<file path="config.mk">
export PLATFORM = sky130hd
export DESIGN_NAME = iq_sample_fifo
export DESIGN_NICKNAME = d
export VERILOG_FILES = /design/src/rtl/iq_sample_fifo_pkg.sv /design/src/rtl/iq_sample_fifo_if.sv /design/src/rtl/iq_fifo_ram.sv /design/src/rtl/iq_sample_fifo.sv
export SDC_FILE = /design/constraint.sdc
export NUM_CORES = 1
export LEC_CHECK = 0
export CAP_MARGIN = 10
export CORE_UTILIZATION = 65
export CTS_CLUSTER_DIAMETER = 60
export CTS_CLUSTER_SIZE = 28
export DETAILED_ROUTE_END_ITERATION = 16
export PLACE_DENSITY = 0.84
export RECOVER_POWER = 100
export SYNTH_ARGS = -nofsm -noshare
export SYNTH_HDL_FRONTEND = slang
export SYNTH_SLANG_ARGS = --single-unit
</file>
<file path="constraint.sdc">
create_clock -name clk_in -period 9.4 [get_ports clk_in]
set_input_delay 2.35 -clock clk_in [delete_from_list [all_inputs] [get_ports clk_in]]
set_output_delay 2.35 -clock clk_in [all_outputs]
set_load 0.02 [all_outputs]
</file>
<file path="src/rtl/iq_sample_fifo_pkg.sv">
// Shared transceiver definitions for the IQ sample FIFO: default widths, the
// packed IQ pair width and the encoding of the per-cycle FIFO operation.
package iq_sample_fifo_pkg;

  localparam int IQ_W_DEF       = 16;
  localparam int DEPTH_LOG2_DEF = 4;
  localparam int IQ_PAIR_W_DEF  = 2 * IQ_W_DEF;

  // One I/Q pair is stored as a single word: I in the upper half, Q in the lower half.
  function automatic int pair_width(input int iq_w);
    return 2 * iq_w;
  endfunction

  typedef enum logic [1:0] {
    OP_IDLE = 2'b00,
    OP_POP  = 2'b01,
    OP_PUSH = 2'b10,
    OP_BOTH = 2'b11
  } fifo_op_e;

endpackage

</file>
<file path="src/rtl/iq_sample_fifo_if.sv">
// Port bundle between the FIFO pointer/flag control and its sample storage.
interface iq_sample_fifo_if
  import iq_sample_fifo_pkg::*;
#(
  parameter int AW = DEPTH_LOG2_DEF,
  parameter int DW = IQ_PAIR_W_DEF
) ();

  logic          wr_en;
  logic [AW-1:0] wr_addr;
  logic [DW-1:0] wr_data;
  logic          rd_en;
  logic [AW-1:0] rd_addr;
  logic [DW-1:0] rd_data;

  modport ctrl (
    output wr_en, wr_addr, wr_data, rd_en, rd_addr,
    input  rd_data
  );

  modport mem (
    input  wr_en, wr_addr, wr_data, rd_en, rd_addr,
    output rd_data
  );

endinterface

</file>
<file path="src/rtl/iq_fifo_ram.sv">
// Simple dual-port IQ pair storage: synchronous write, registered read-first
// read port whose output register holds its value until the next read.
module iq_fifo_ram
  import iq_sample_fifo_pkg::*;
#(
  parameter int AW = DEPTH_LOG2_DEF,
  parameter int DW = IQ_PAIR_W_DEF
) (
  input logic            clk,
  input logic            rst,
  iq_sample_fifo_if.mem  bus
);

  logic [DW-1:0] mem_r [0:(1 << AW) - 1];

  // Write port: storage is deliberately not reset.
  always_ff @(posedge clk) begin
    if (bus.wr_en) begin
      mem_r[bus.wr_addr] <= bus.wr_data;
    end
  end

  // Read port with synchronously reset output register; a same-address write
  // in the same cycle returns the old word, which the full-FIFO push+pop relies on.
  always_ff @(posedge clk) begin
    if (rst) begin
      bus.rd_data <= {DW{1'b0}};
    end else if (bus.rd_en) begin
      bus.rd_data <= mem_r[bus.rd_addr];
    end else begin
      bus.rd_data <= bus.rd_data;
    end
  end

endmodule

</file>
<file path="src/rtl/iq_sample_fifo.sv">
// IQ sample FIFO between the DDC output and the STM32 nibble interface: pointer,
// level and sticky flag control around the iq_fifo_ram storage.
module iq_sample_fifo
  import iq_sample_fifo_pkg::*;
#(
  parameter int DEPTH_LOG2 = DEPTH_LOG2_DEF,
  parameter int IQ_W       = IQ_W_DEF
) (
  input  logic                  clk_in,
  input  logic                  rst,
  input  logic [IQ_W-1:0]       I_in,
  input  logic [IQ_W-1:0]       Q_in,
  input  logic                  iq_valid,
  input  logic                  rd_req,
  output logic [IQ_W-1:0]       I_out,
  output logic [IQ_W-1:0]       Q_out,
  output logic                  out_valid,
  output logic                  empty,
  output logic                  full,
  output logic [DEPTH_LOG2:0]   level,
  output logic                  overflow,
  output logic                  underflow,
  input  logic                  clr_flags
);

  localparam int                  PAIR_W   = pair_width(IQ_W);
  localparam logic [DEPTH_LOG2:0] LVL_FULL = (DEPTH_LOG2 + 1)'(1 << DEPTH_LOG2);
  localparam logic [DEPTH_LOG2:0] LVL_ONE  = (DEPTH_LOG2 + 1)'(1);
  localparam logic [DEPTH_LOG2:0] LVL_ZERO = {(DEPTH_LOG2 + 1){1'b0}};
  localparam logic [DEPTH_LOG2-1:0] PTR_ONE = (DEPTH_LOG2)'(1);

  logic [DEPTH_LOG2-1:0] wr_ptr_r;
  logic [DEPTH_LOG2-1:0] rd_ptr_r;
  logic [DEPTH_LOG2:0]   level_r;
  logic [DEPTH_LOG2:0]   level_s;
  logic                  empty_r;
  logic                  full_r;
  logic                  out_valid_r;
  logic                  overflow_r;
  logic                  underflow_r;
  logic                  push_s;
  logic                  pop_s;
  logic                  ovf_evt_s;
  logic                  udf_evt_s;
  fifo_op_e              op_s;

  iq_sample_fifo_if #(.AW(DEPTH_LOG2), .DW(PAIR_W)) ram_bus ();

  iq_fifo_ram #(
    .AW (DEPTH_LOG2),
    .DW (PAIR_W)
  ) u_ram (
    .clk (clk_in),
    .rst (rst),
    .bus (ram_bus)
  );

  // Decide this cycle's push/pop; a pop on a full FIFO frees the slot for the push,
  // while a pop on an empty FIFO is refused even if a push arrives together.
  always_comb begin
    pop_s     = rd_req & ~empty_r;
    push_s    = iq_valid & (~full_r | pop_s);
    ovf_evt_s = iq_valid & ~push_s;
    udf_evt_s = rd_req & empty_r;
    op_s      = fifo_op_e'({push_s, pop_s});
    level_s   = level_r;
    case (op_s)
      OP_PUSH: level_s = level_r + LVL_ONE;
      OP_POP:  level_s = level_r - LVL_ONE;
      OP_IDLE: level_s = level_r;
      OP_BOTH: level_s = level_r;
      default: level_s = level_r;
    endcase
    ram_bus.wr_en   = push_s;
    ram_bus.wr_addr = wr_ptr_r;
    ram_bus.wr_data = {I_in, Q_in};
    ram_bus.rd_en   = pop_s;
    ram_bus.rd_addr = rd_ptr_r;
  end

  // Pointer, level, status and sticky flag registers; reset overrides any traffic.
  always_ff @(posedge clk_in) begin
    if (rst) begin
      wr_ptr_r    <= {DEPTH_LOG2{1'b0}};
      rd_ptr_r    <= {DEPTH_LOG2{1'b0}};
      level_r     <= LVL_ZERO;
      empty_r     <= 1'b1;
      full_r      <= 1'b0;
      out_valid_r <= 1'b0;
      overflow_r  <= 1'b0;
      underflow_r <= 1'b0;
    end else begin
      wr_ptr_r    <= push_s ? (wr_ptr_r + PTR_ONE) : wr_ptr_r;
      rd_ptr_r    <= pop_s  ? (rd_ptr_r + PTR_ONE) : rd_ptr_r;
      level_r     <= level_s;
      empty_r     <= (level_s == LVL_ZERO);
      full_r      <= (level_s == LVL_FULL);
      out_valid_r <= pop_s;
      // A fresh event wins over a clear request in the same cycle.
      if (ovf_evt_s) begin
        overflow_r <= 1'b1;
      end else if (clr_flags) begin
        overflow_r <= 1'b0;
      end else begin
        overflow_r <= overflow_r;
      end
      if (udf_evt_s) begin
        underflow_r <= 1'b1;
      end else if (clr_flags) begin
        underflow_r <= 1'b0;
      end else begin
        underflow_r <= underflow_r;
      end
    end
  end

  assign I_out     = ram_bus.rd_data[PAIR_W-1:IQ_W];
  assign Q_out     = ram_bus.rd_data[IQ_W-1:0];
  assign out_valid = out_valid_r;
  assign empty     = empty_r;
  assign full      = full_r;
  assign level     = level_r;
  assign overflow  = overflow_r;
  assign underflow = underflow_r;

endmodule
</file>
==> flow_metrics.py, run 1 <==
metrics = {
    "status": {
        "status": "complete, but fails checks",
        "violations": "max-capacitance violations, max-slew violations",
    },
    "flow_run": {
        "drv_cap": 17,
    },
    "global_routing": {
        "overflow": 0,
        "grt_pass1_vias": 10400,
        "grtUsageTotal": 0.260,
        "grt_pass1_wl_mm": 62.7,
        "antenna_found_initial": 1,
        "grt_max_degree": 84,
    },
    "timing": {
        "period_needed_ns": 6.92,
        "rsz0062_at_grt": "false",
        "fin_crit_sh": 0.736,
        "fmax_mhz": 145,
        "slew_violations": 549,
        "final-setup-viol-count": 0,
        "slew_headroom": -1.38,
        "skew_ns": 0.0133,
        "finalHoldViolCount": 0,
        "final.setup.worst_slack_ns": 2.48,
        "final.setup.tns_ns": 0,
        "worst_pin_slew_ns": 3.56,
    },
    "clock_tree": {
        "cts_tree": "built",
        "cts.repair.resized": 0,
        "clock-sinks": 562,
        "insertion_delay_ns": 0.55,
        "path_clk_slew_ns": 0.09,
        "hold_buffers": 0,
        "post_cts_buffers": 0,
        "root_buffer": "clkbuf_16",
        "cts_buffers": 35,
        "htree_levels": 2,
        "max-clock-path-buffers": 3,
    },
    "worst_setup_path": {
        "cp-end-kind": "flop",
        "path_class": "input port to flop",
        "start_kind": "input port",
        "crit_required_ns": 9.47,
        "crit_fanout": 32,
        "cp.arrival_ns": 6.99,
        "worstReg2RegStart": "empty",
        "worstSetupStartpoint": "rd_req",
    },
    "layout": {
        "postLayoutCoreUtil": 0.741,
        "n_antenna_cell": 0,
        "multi_input_area_um2": 4590,
        "area_growth_pct": 11.1,
        "fill_cells": 1777,
        "design_area_um2": 23600,
        "finalNetCount": 1129,
        "drive_above_1_share": 0.178,
        "ff_latch_area_um2": 16400,
    },
    "yosys": {
        "yosys_warnings": 0,
        "ys_seq_area_frac": 0.770,
        "ys_ff_latch": 562,
        "synth_cell_types": 38,
        "synth_area_per_cell_um2": 21.1,
        "synth_fp_nets": 1054,
        "synth_edf_count": 512,
        "synth_largest_area_cell": "edfxtp_1",
        "synth_top_flop_cell": "edfxtp_1",
        "syn_inst": 1009,
        "yosys-top-cells-area": "edfxtp_1 72%, mux4_2 14%, dfxtp_1 4.7%",
        "yosysMostFrequentCell": "edfxtp_1",
        "ys_async_sr_fraction": 0,
        "netlist_top_cells_count": "512 x edfxtp_1, 128 x mux4_2, 67 x mux2i_1, 62 x nor2_1, 50 x dfxtp_1",
        "synth_area_um2": 21300,
        "synth_top_area_share": 0.723,
    },
    "placed_design": {
        "place_congestion": 0.757,
        "preCtsSetupSlack_ns": 4.02,
        "place_area_um2": 22600,
        "portBuffers": 78,
        "place_hpwl_mm": 21.9,
    },
    "die": {
        "initial_core_util": 0.667,
        "io_pins": 79,
        "die_x_um": 183,
        "die_y_um": 183,
        "rows": 65,
        "die_area_um2": 33400,
        "core_area_um2": 31900,
    },
    "pwr": {
        "power.density_nw_per_um2": 213,
        "total_leakage_power_nw": 7.26,
        "peakVddDrop_uv": 210,
    },
    "routing": {
        "ant_nets": 0,
        "met1Wirelength_mm": 16.2,
        "drtIter0Drc": 984,
        "wl_met3_mm": 2.37,
        "met2_length_mm": 22.0,
        "drt_wl_total_mm": 41.6,
        "vias": 10000,
        "drc": 0,
        "dr.max_layer_used": "met5",
        "post_drt_wl_per_cell_um": 26.9,
        "viasPerCell": 6.48,
        "first_pass_iters": 5,
    },
    "hold_path": {
        "min-delay-start": "u_ram.bus.rd_data[30]",
        "hp-class": "flop to flop",
    },
}
[area by class of cell]
type | count | area share
clock buffers | 38 | 0.0394
inverters | 7 | 0.00111
repair buffers | 91 | 0.0363
well taps | 435 | 0.0230
flip-flops and latches | 562 | 0.694
clock inverters | 25 | 0.0121
multi-input cells | 387 | 0.194
[cells by family after synthesis]
group,after synthesis,synth area share
AO/OA/AOI/OAI,80,0.0204
XOR/XNOR,10,0.00412
adder cells (fa/ha/maj),8,0.00471
buffers and inverters,60,0.0137
flip-flops,562,0.770
multiplexers,196,0.168
AND/OR/NAND/NOR,93,0.0191
[metal layers]
metal	up-vias	global-route usage
li1	4263	-
met5	-	0
met1	5258	0.350
met3	72	0.0385
met4	2	0.0667
met2	421	0.454
[stage by stage]
stage          hold WS, ns  power [W]  instances
2_1_floorplan        0.494    0.00326       1009
3_3_place_gp         0.453    0.00342       1482
3_5_place_dp         0.460    0.00344       1482
4_1_cts              0.481    0.00507       1545
5_1_grt              0.506    0.00518       1545
6_report             0.467    0.00503       1545
[power by group]
group | switching (W) | total, W | internal, W
sequential | 0.0000668 | 0.00285 | 0.00278
combinational | 0.000257 | 0.000511 | 0.000254
clock | 0.000885 | 0.00166 | 0.000778
[worst max-delay path, stage by stage]
cell and delay, ns:
dlygate4sd3_1 0.55, nand2b_1 0.14, a21boi_0 0.89, nand2_1 0.38, nor2_1 2.65
[final timing paths]
check | end | slack [ns] | cells past startpoint
worst max-delay path | u_ram.mem_r[15][23] | 2.48 | 5
worst min-delay path | u_ram.bus.rd_data[30] | 0.47 | 2
worst max register to register | u_ram.mem_r[15][23] | 4.42 | 4
worst min register to register | u_ram.bus.rd_data[30] | 0.47 | 2
[cells in the final DEF (no fill, tap or decap), types with 2 or more instances in the layout]
cell type	n
nor2b_1	4
o21ai_0	33
nor3_1	5
edfxtp_1	512
dfxtp_4	3
a21oi_1	36
clkbuf_16	37
dfxtp_1	47
mux2i_1	67
buf_4	3
clkinv_8	4
nand4_1	2
clkinv_2	2
dlygate4sd3_1	76
nor4b_1	2
clkinv_4	2
clkdlybuf4s50_1	2
nor2_1	61
mux4_2	128
inv_16	2
xor2_1	7
clkinvlp_4	2
clkbuf_1	10
nand2_1	11
inv_12	2
inv_6	4
inv_1	7
ha_1	8
inv_8	6
nand2b_1	4
xnor2_1	3
[state kept, by name (all words and copies together), names as in the netlist]
name and flops:
overflow 1, u_ram.bus.rd_data 32, out_valid 1, level 5
underflow 1, full 1, ram_bus.wr_addr 4, u_ram.mem_r 512
empty 1, ram_bus.rd_addr 4
(Power assumes the default switching activity.)
==> inputs of run 2 (changes only) <==
--- a/config.mk
+++ b/config.mk
@@ -6,11 +6,11 @@
 export NUM_CORES = 1
 export LEC_CHECK = 0
 export CAP_MARGIN = 10
-export CORE_UTILIZATION = 65
+export CORE_UTILIZATION = 55
 export CTS_CLUSTER_DIAMETER = 60
 export CTS_CLUSTER_SIZE = 28
 export DETAILED_ROUTE_END_ITERATION = 16
-export PLACE_DENSITY = 0.84
+export PLACE_DENSITY = 0.76
 export RECOVER_POWER = 100
 export SYNTH_ARGS = -nofsm -noshare
 export SYNTH_HDL_FRONTEND = slang
==> constraint.sdc (replaced) <==
create_clock -name clk_in -period 5.7 [get_ports clk_in]
set_input_delay 1.425 -clock clk_in [delete_from_list [all_inputs] [get_ports clk_in]]
set_output_delay 1.425 -clock clk_in [all_outputs]
set_load 0.02 [all_outputs]
==> run 2 against run 1 <==
The flow still finishes with violations (max-capacitance violations, max-slew violations). Total power is 67% higher. Critical path depth is 1 higher. Sequential power is 65% higher. Global-route usage is 3.6 points lower. Clock skew is 0.014 ns higher. Setup slack worse by 1.5 ns. Cell area is 1.4% higher. Combinational power is 73% higher. Worst hold slack worse by 0.0011 ns. Utilization is 11 points lower. First-iteration DRC count is 19% lower.
==> flow_metrics.py, run 2 (synthesis results as in run 1) <==
metrics = {
    "die": {
        "core_area_um2": 37800,
        "die_y_um": 199,
        "die_area_um2": 39400,
        "io_pins": 79,
        "initial_core_util": 0.562,
        "die_x_um": 199,
        "rows": 71,
    },
    "worst_setup_path": {
        "slowest_delay_ns": 1.08,
        "crit_fanout": 18,
        "reg2reg_depth": 6,
        "cp.arrival_ns": 4.84,
        "start_kind": "input port",
        "crit_required_ns": 5.85,
        "cp.buffers_inverters": 2,
        "reg2reg_to": "u_ram.bus.rd_data[14]",
        "cp_top_family": "buffers and inverters",
        "worstReg2RegStart": "ram_bus.rd_addr[1]",
        "path_class": "input port to flop",
        "cp_cell_sequence": "dlygate4sd3_1 > nand2b_1 > a21boi_0 > nand2_1 > nor3_1 > clkbuf_1",
        "rrSetupSlack_ns": 1.25,
        "cp-end-kind": "flop",
        "cp_slowest_cell": "clkbuf_1",
    },
    "routing": {
        "viasPerCell": 6.02,
        "first_pass_iters": 5,
        "post_drt_wl_per_cell_um": 25.7,
        "drt_wl_total_mm": 41.9,
        "drtIter0Drc": 800,
        "ant_nets": 0,
        "drc": 0,
        "vias": 9828,
    },
    "hold_path": {
        "whs_endpoint": "u_ram.bus.rd_data[3]",
        "hp-class": "flop to flop",
        "hold_depth": 2,
        "min-delay-start": "u_ram.bus.rd_data[3]",
    },
    "pwr": {
        "power_w": 0.00842,
        "peakVddDrop_uv": 348,
        "total_leakage_power_nw": 7.35,
        "power.density_nw_per_um2": 352,
    },
    "timing": {
        "finalHoldViolCount": 0,
        "final-setup-viol-count": 0,
        "final.setup.tns_ns": 0,
        "slew_violations": 65,
        "skew_ns": 0.0269,
        "fin_crit_sh": 0.824,
        "rsz0062_at_grt": "false",
        "slew_headroom": -1.14,
        "worst_pin_slew_ns": 3.22,
        "period_needed_ns": 4.70,
        "fmax_mhz": 213,
    },
    "clock_tree": {
        "cts.repair.resized": 0,
        "root_buffer": "clkbuf_16",
        "post_cts_buffers": 0,
        "clock-sinks": 562,
        "htree_levels": 2,
        "cts_buffers": 34,
        "path_clk_slew_ns": 0.09,
        "insertion_delay_ns": 0.56,
        "hold_buffers": 0,
        "max-clock-path-buffers": 3,
        "cts_tree": "built",
    },
    "placed_design": {
        "place_hpwl_mm": 24.7,
        "place_congestion": 0.782,
        "portBuffers": 78,
    },
    "global_routing": {
        "antenna_found_initial": 1,
        "grt_max_degree": 65,
        "grt_pass1_vias": 10300,
        "overflow": 0,
        "grt_pass1_wl_mm": 63.4,
        "grtUsageTotal": 0.223,
    },
    "layout": {
        "largest-register": "u_ram.mem_r",
        "largest_reg_flops": 512,
        "area_growth_pct": 12.7,
        "ff_latch_area_um2": 16400,
        "drive_above_1_share": 0.196,
        "fill_cells": 2580,
        "final_common_cell": "edfxtp_1",
        "multi_input_area_um2": 4690,
        "finalNetCount": 1141,
        "final_cell_mix": "512 x edfxtp_1, 128 x mux4_2, 76 x dlygate4sd3_1",
    },
    "status": {
        "status": "complete, but fails checks",
        "violations": "max-capacitance violations, max-slew violations",
    },
    "flow_run": {
        "drv_cap": 1,
    },
}
-- run 2: layer usage --
layer | global-route usage | vias to the layer above | share of wire
li1 | - | 4278 | -
met1 | 0.296 | 5189 | 0.40
met2 | 0.387 | 295 | 0.52
met3 | 0.0268 | 66 | 0.047
met4 | 0.0769 | 0 | 0.029
met5 | 0 | - | 0
-- run 2: metrics by stage --
stage | utilization | worst slack [ns] | hold slack (ns) | instances | instance area, µm²
2_1_floorplan | - | 0.981 | 0.494 | 1009 | 21300
3_3_place_gp | 0.601 | 1.32 | 0.455 | 1571 | 22800
3_5_place_dp | 0.601 | 1.23 | 0.461 | 1571 | 22800
4_1_cts | 0.634 | 1.73 | 0.483 | 1632 | 24000
5_1_grt | 0.633 | 0.775 | 0.508 | 1632 | 23900
6_report | 0.633 | 1.00 | 0.466 | 1633 | 23900
-- run 2: where the power goes --
group / total [W] / internal [W] / switching, W
clock network: 0.00284 / 0.00144 / 0.00140
registers: 0.00469 / 0.00459 / 0.000102
logic: 0.000884 / 0.000434 / 0.000451
total: 0.00842 / 0.00646 / 0.00196
-- run 2: tightest hold or removal path: cells and delay by family, from the launching register on --
family,cells,cell delay [ns]
flops,1,0.33
compound gates,2,0.10
-- run 2: worst max path at each step --
stage / to / slack (ns) / cells after the start / startpoint
after global placement: empty / 1.32 / 12 / rd_req
after CTS: empty / 1.73 / 12 / rd_req
after global routing: u_ram.mem_r[0][26] / 0.77 / 6 / rd_req
after detailed placement: empty / 1.23 / 12 / rd_req
after floorplan: u_ram.mem_r[3][0] / 0.98 / 4 / rd_req
final: u_ram.mem_r[0][26] / 1.00 / 6 / rd_req
-- run 2: cell type report --
| cell class | count | share of cell area |
|---|---|---|
| Tap cell | 511 | 0.0267 |
| Inverter | 7 | 0.00110 |
| Clock inverter | 19 | 0.0131 |
| Multi-Input combinational cell | 387 | 0.196 |
| Clock buffer | 42 | 0.0393 |
| Timing Repair Buffer | 104 | 0.0399 |
| Antenna cell | 1 | 0.000104 |
| Sequential cell | 562 | 0.684 |
==> inputs of run 3 (changes only) <==
==> constraint.sdc (replaced) <==
create_clock -name clk_in -period 3.8 [get_ports clk_in]
set_input_delay 0.95 -clock clk_in [delete_from_list [all_inputs] [get_ports clk_in]]
set_output_delay 0.95 -clock clk_in [all_outputs]
set_load 0.02 [all_outputs]
==> run 3 against run 2 <==
The run now ends clean. Critical endpoint is now u_ram.mem_r[2][12]. Largest cell class unchanged. Clock skew shrank 0.0069 ns. Final cell count up 0.86%. Clock-buffer cell count is 8 lower. Clock power rose by 38%. Utilization rose by 0.29 points. Flip-flop and latch count stayed put. Combinational power is 53% higher. Largest power group unchanged.
==> flow_metrics.py, run 3 (synthesis results as in run 1) <==
metrics = {
    "clock_tree": {
        "cts_tree": "built",
        "htree_levels": 1,
        "clock-sinks": 562,
        "insertion_delay_ns": 0.61,
        "hold_buffers": 0,
        "root_buffer": "clkbuf_16",
        "post_cts_buffers": 0,
        "cts_buffers": 31,
        "cts.repair.resized": 0,
        "max-clock-path-buffers": 3,
        "path_clk_slew_ns": 0.09,
    },
    "worst_setup_path": {
        "crit_fanout": 11,
        "crit_required_ns": 4.03,
        "slowest_delay_ns": 0.71,
        "cp_top_family": "buffers and inverters",
        "path_class": "input port to flop",
        "crit_top_cell": "clkbuf_1",
        "cp_cell_sequence": "dlygate4sd3_1 > nand2b_1 > a21boi_0 > clkbuf_1 > nand2_1 > nor3_4 > clkbuf_1",
        "cp-end-kind": "flop",
        "start_kind": "input port",
        "cp.buffers_inverters": 3,
        "cp.arrival_ns": 3.45,
        "cp_slowest_cell": "clkbuf_1",
    },
    "routing": {
        "first_pass_iters": 5,
        "ant_nets": 0,
        "vias": 9985,
        "post_drt_wl_per_cell_um": 25.3,
        "drc": 0,
        "viasPerCell": 6.06,
        "drtIter0Drc": 716,
        "drt_wl_total_mm": 41.6,
    },
    "die": {
        "die_y_um": 199,
        "die_area_um2": 39400,
        "initial_core_util": 0.562,
        "rows": 71,
        "die_x_um": 199,
        "io_pins": 79,
        "core_area_um2": 37800,
    },
    "global_routing": {
        "grt_max_degree": 74,
        "grt_pass1_wl_mm": 63.6,
        "grtUsageTotal": 0.220,
        "grt_pass1_vias": 10400,
        "antenna_found_initial": 1,
        "overflow": 0,
    },
    "placed_design": {
        "place_hpwl_mm": 23.3,
        "portBuffers": 78,
        "dpl.cell_count": 1588,
        "place_congestion": 0.740,
        "place_area_um2": 23100,
    },
    "timing": {
        "period_needed_ns": 3.22,
        "final.setup.tns_ns": 0,
        "slew_violations": 0,
        "rsz0062_at_grt": "false",
        "finalHoldViolCount": 0,
        "worst_pin_slew_ns": 0.951,
        "slew_headroom": 0.366,
        "fmax_mhz": 310,
        "skew_ns": 0.0200,
        "fin_crit_sh": 0.848,
        "final-setup-viol-count": 0,
        "whs_ns": 0.473,
    },
    "layout": {
        "area_growth_pct": 13.2,
        "fill_cells": 2505,
        "largest_reg_flops": 512,
        "design_area_um2": 24100,
        "final_common_cell": "edfxtp_1",
        "finalNetCount": 1155,
        "final_cell_mix": "512 x edfxtp_1, 128 x mux4_2, 76 x dlygate4sd3_1",
        "drive_above_1_share": 0.206,
        "largest-register": "u_ram.mem_r",
        "fin_cells": 1647,
    },
    "pwr": {
        "total_leakage_power_nw": 7.38,
        "peakVddDrop_uv": 496,
        "power.density_nw_per_um2": 509,
        "power_w": 0.0122,
    },
    "status": {
        "status": "finished, final reports clean",
    },
    "hold_path": {
        "hp-class": "flop to flop",
    },
    "flow_run": {
        "drv_cap": 0,
    },
}
run 3: where the power goes:
group          internal, W  switching (W)  total (W)
Combinational     0.000649       0.000703    0.00135
Clock              0.00177        0.00214    0.00391
Sequential         0.00688      0.0000934    0.00698
run 3: final cells by class:
class	instances	area [µm²]	share of cell area
Timing Repair Buffer	121	1180	0.0493
Tap cell	511	639	0.0266
Clock buffer	34	787	0.0327
Sequential cell	562	16400	0.681
Clock inverter	24	337	0.0140
Inverter	7	26.3	0.00109
Multi-Input combinational cell	387	4690	0.195
Antenna cell	1	2.50	0.000104
run 3: through the flow:
| step | worst slack, ns | utilization |
|---|---|---|
| 2_1_floorplan | 0.411 | - |
| 3_3_place_gp | 0.352 | 0.609 |
| 3_5_place_dp | 0.305 | 0.609 |
| 4_1_cts | 0.923 | 0.639 |
| 5_1_grt | 0.408 | 0.636 |
| 6_report | 0.579 | 0.636 |
run 3: worst register-to-register path, cell delays in order (launching register included):
cell      delay (ns)
dfxtp_1         0.33
nand2b_1        0.16
a21boi_0        0.25
clkbuf_1        0.37
nand2_1         0.33
nor3_4          0.21
clkbuf_1        0.71
run 3: worst paths after layout:
check / slack (ns) / depth (start not counted) / endpoint / from
worst max-delay path: 0.58 / 7 / u_ram.mem_r[2][12] / rd_req
worst min register to register: 0.47 / 2 / u_ram.bus.rd_data[7] / u_ram.bus.rd_data[7]
worst min-delay path: 0.47 / 2 / u_ram.bus.rd_data[7] / u_ram.bus.rd_data[7]
worst max register to register: 1.06 / 6 / u_ram.mem_r[2][12] / empty
run 3: routing by layer:
| metal | up-vias | track usage | share of wire |
|---|---|---|---|
| li1 | 4309 | - | - |
| met1 | 5256 | 0.310 | 0.42 |
| met2 | 342 | 0.364 | 0.50 |
| met3 | 76 | 0.0324 | 0.054 |
| met4 | 2 | 0.0595 | 0.027 |
| met5 | - | 0 | 0.00034 |
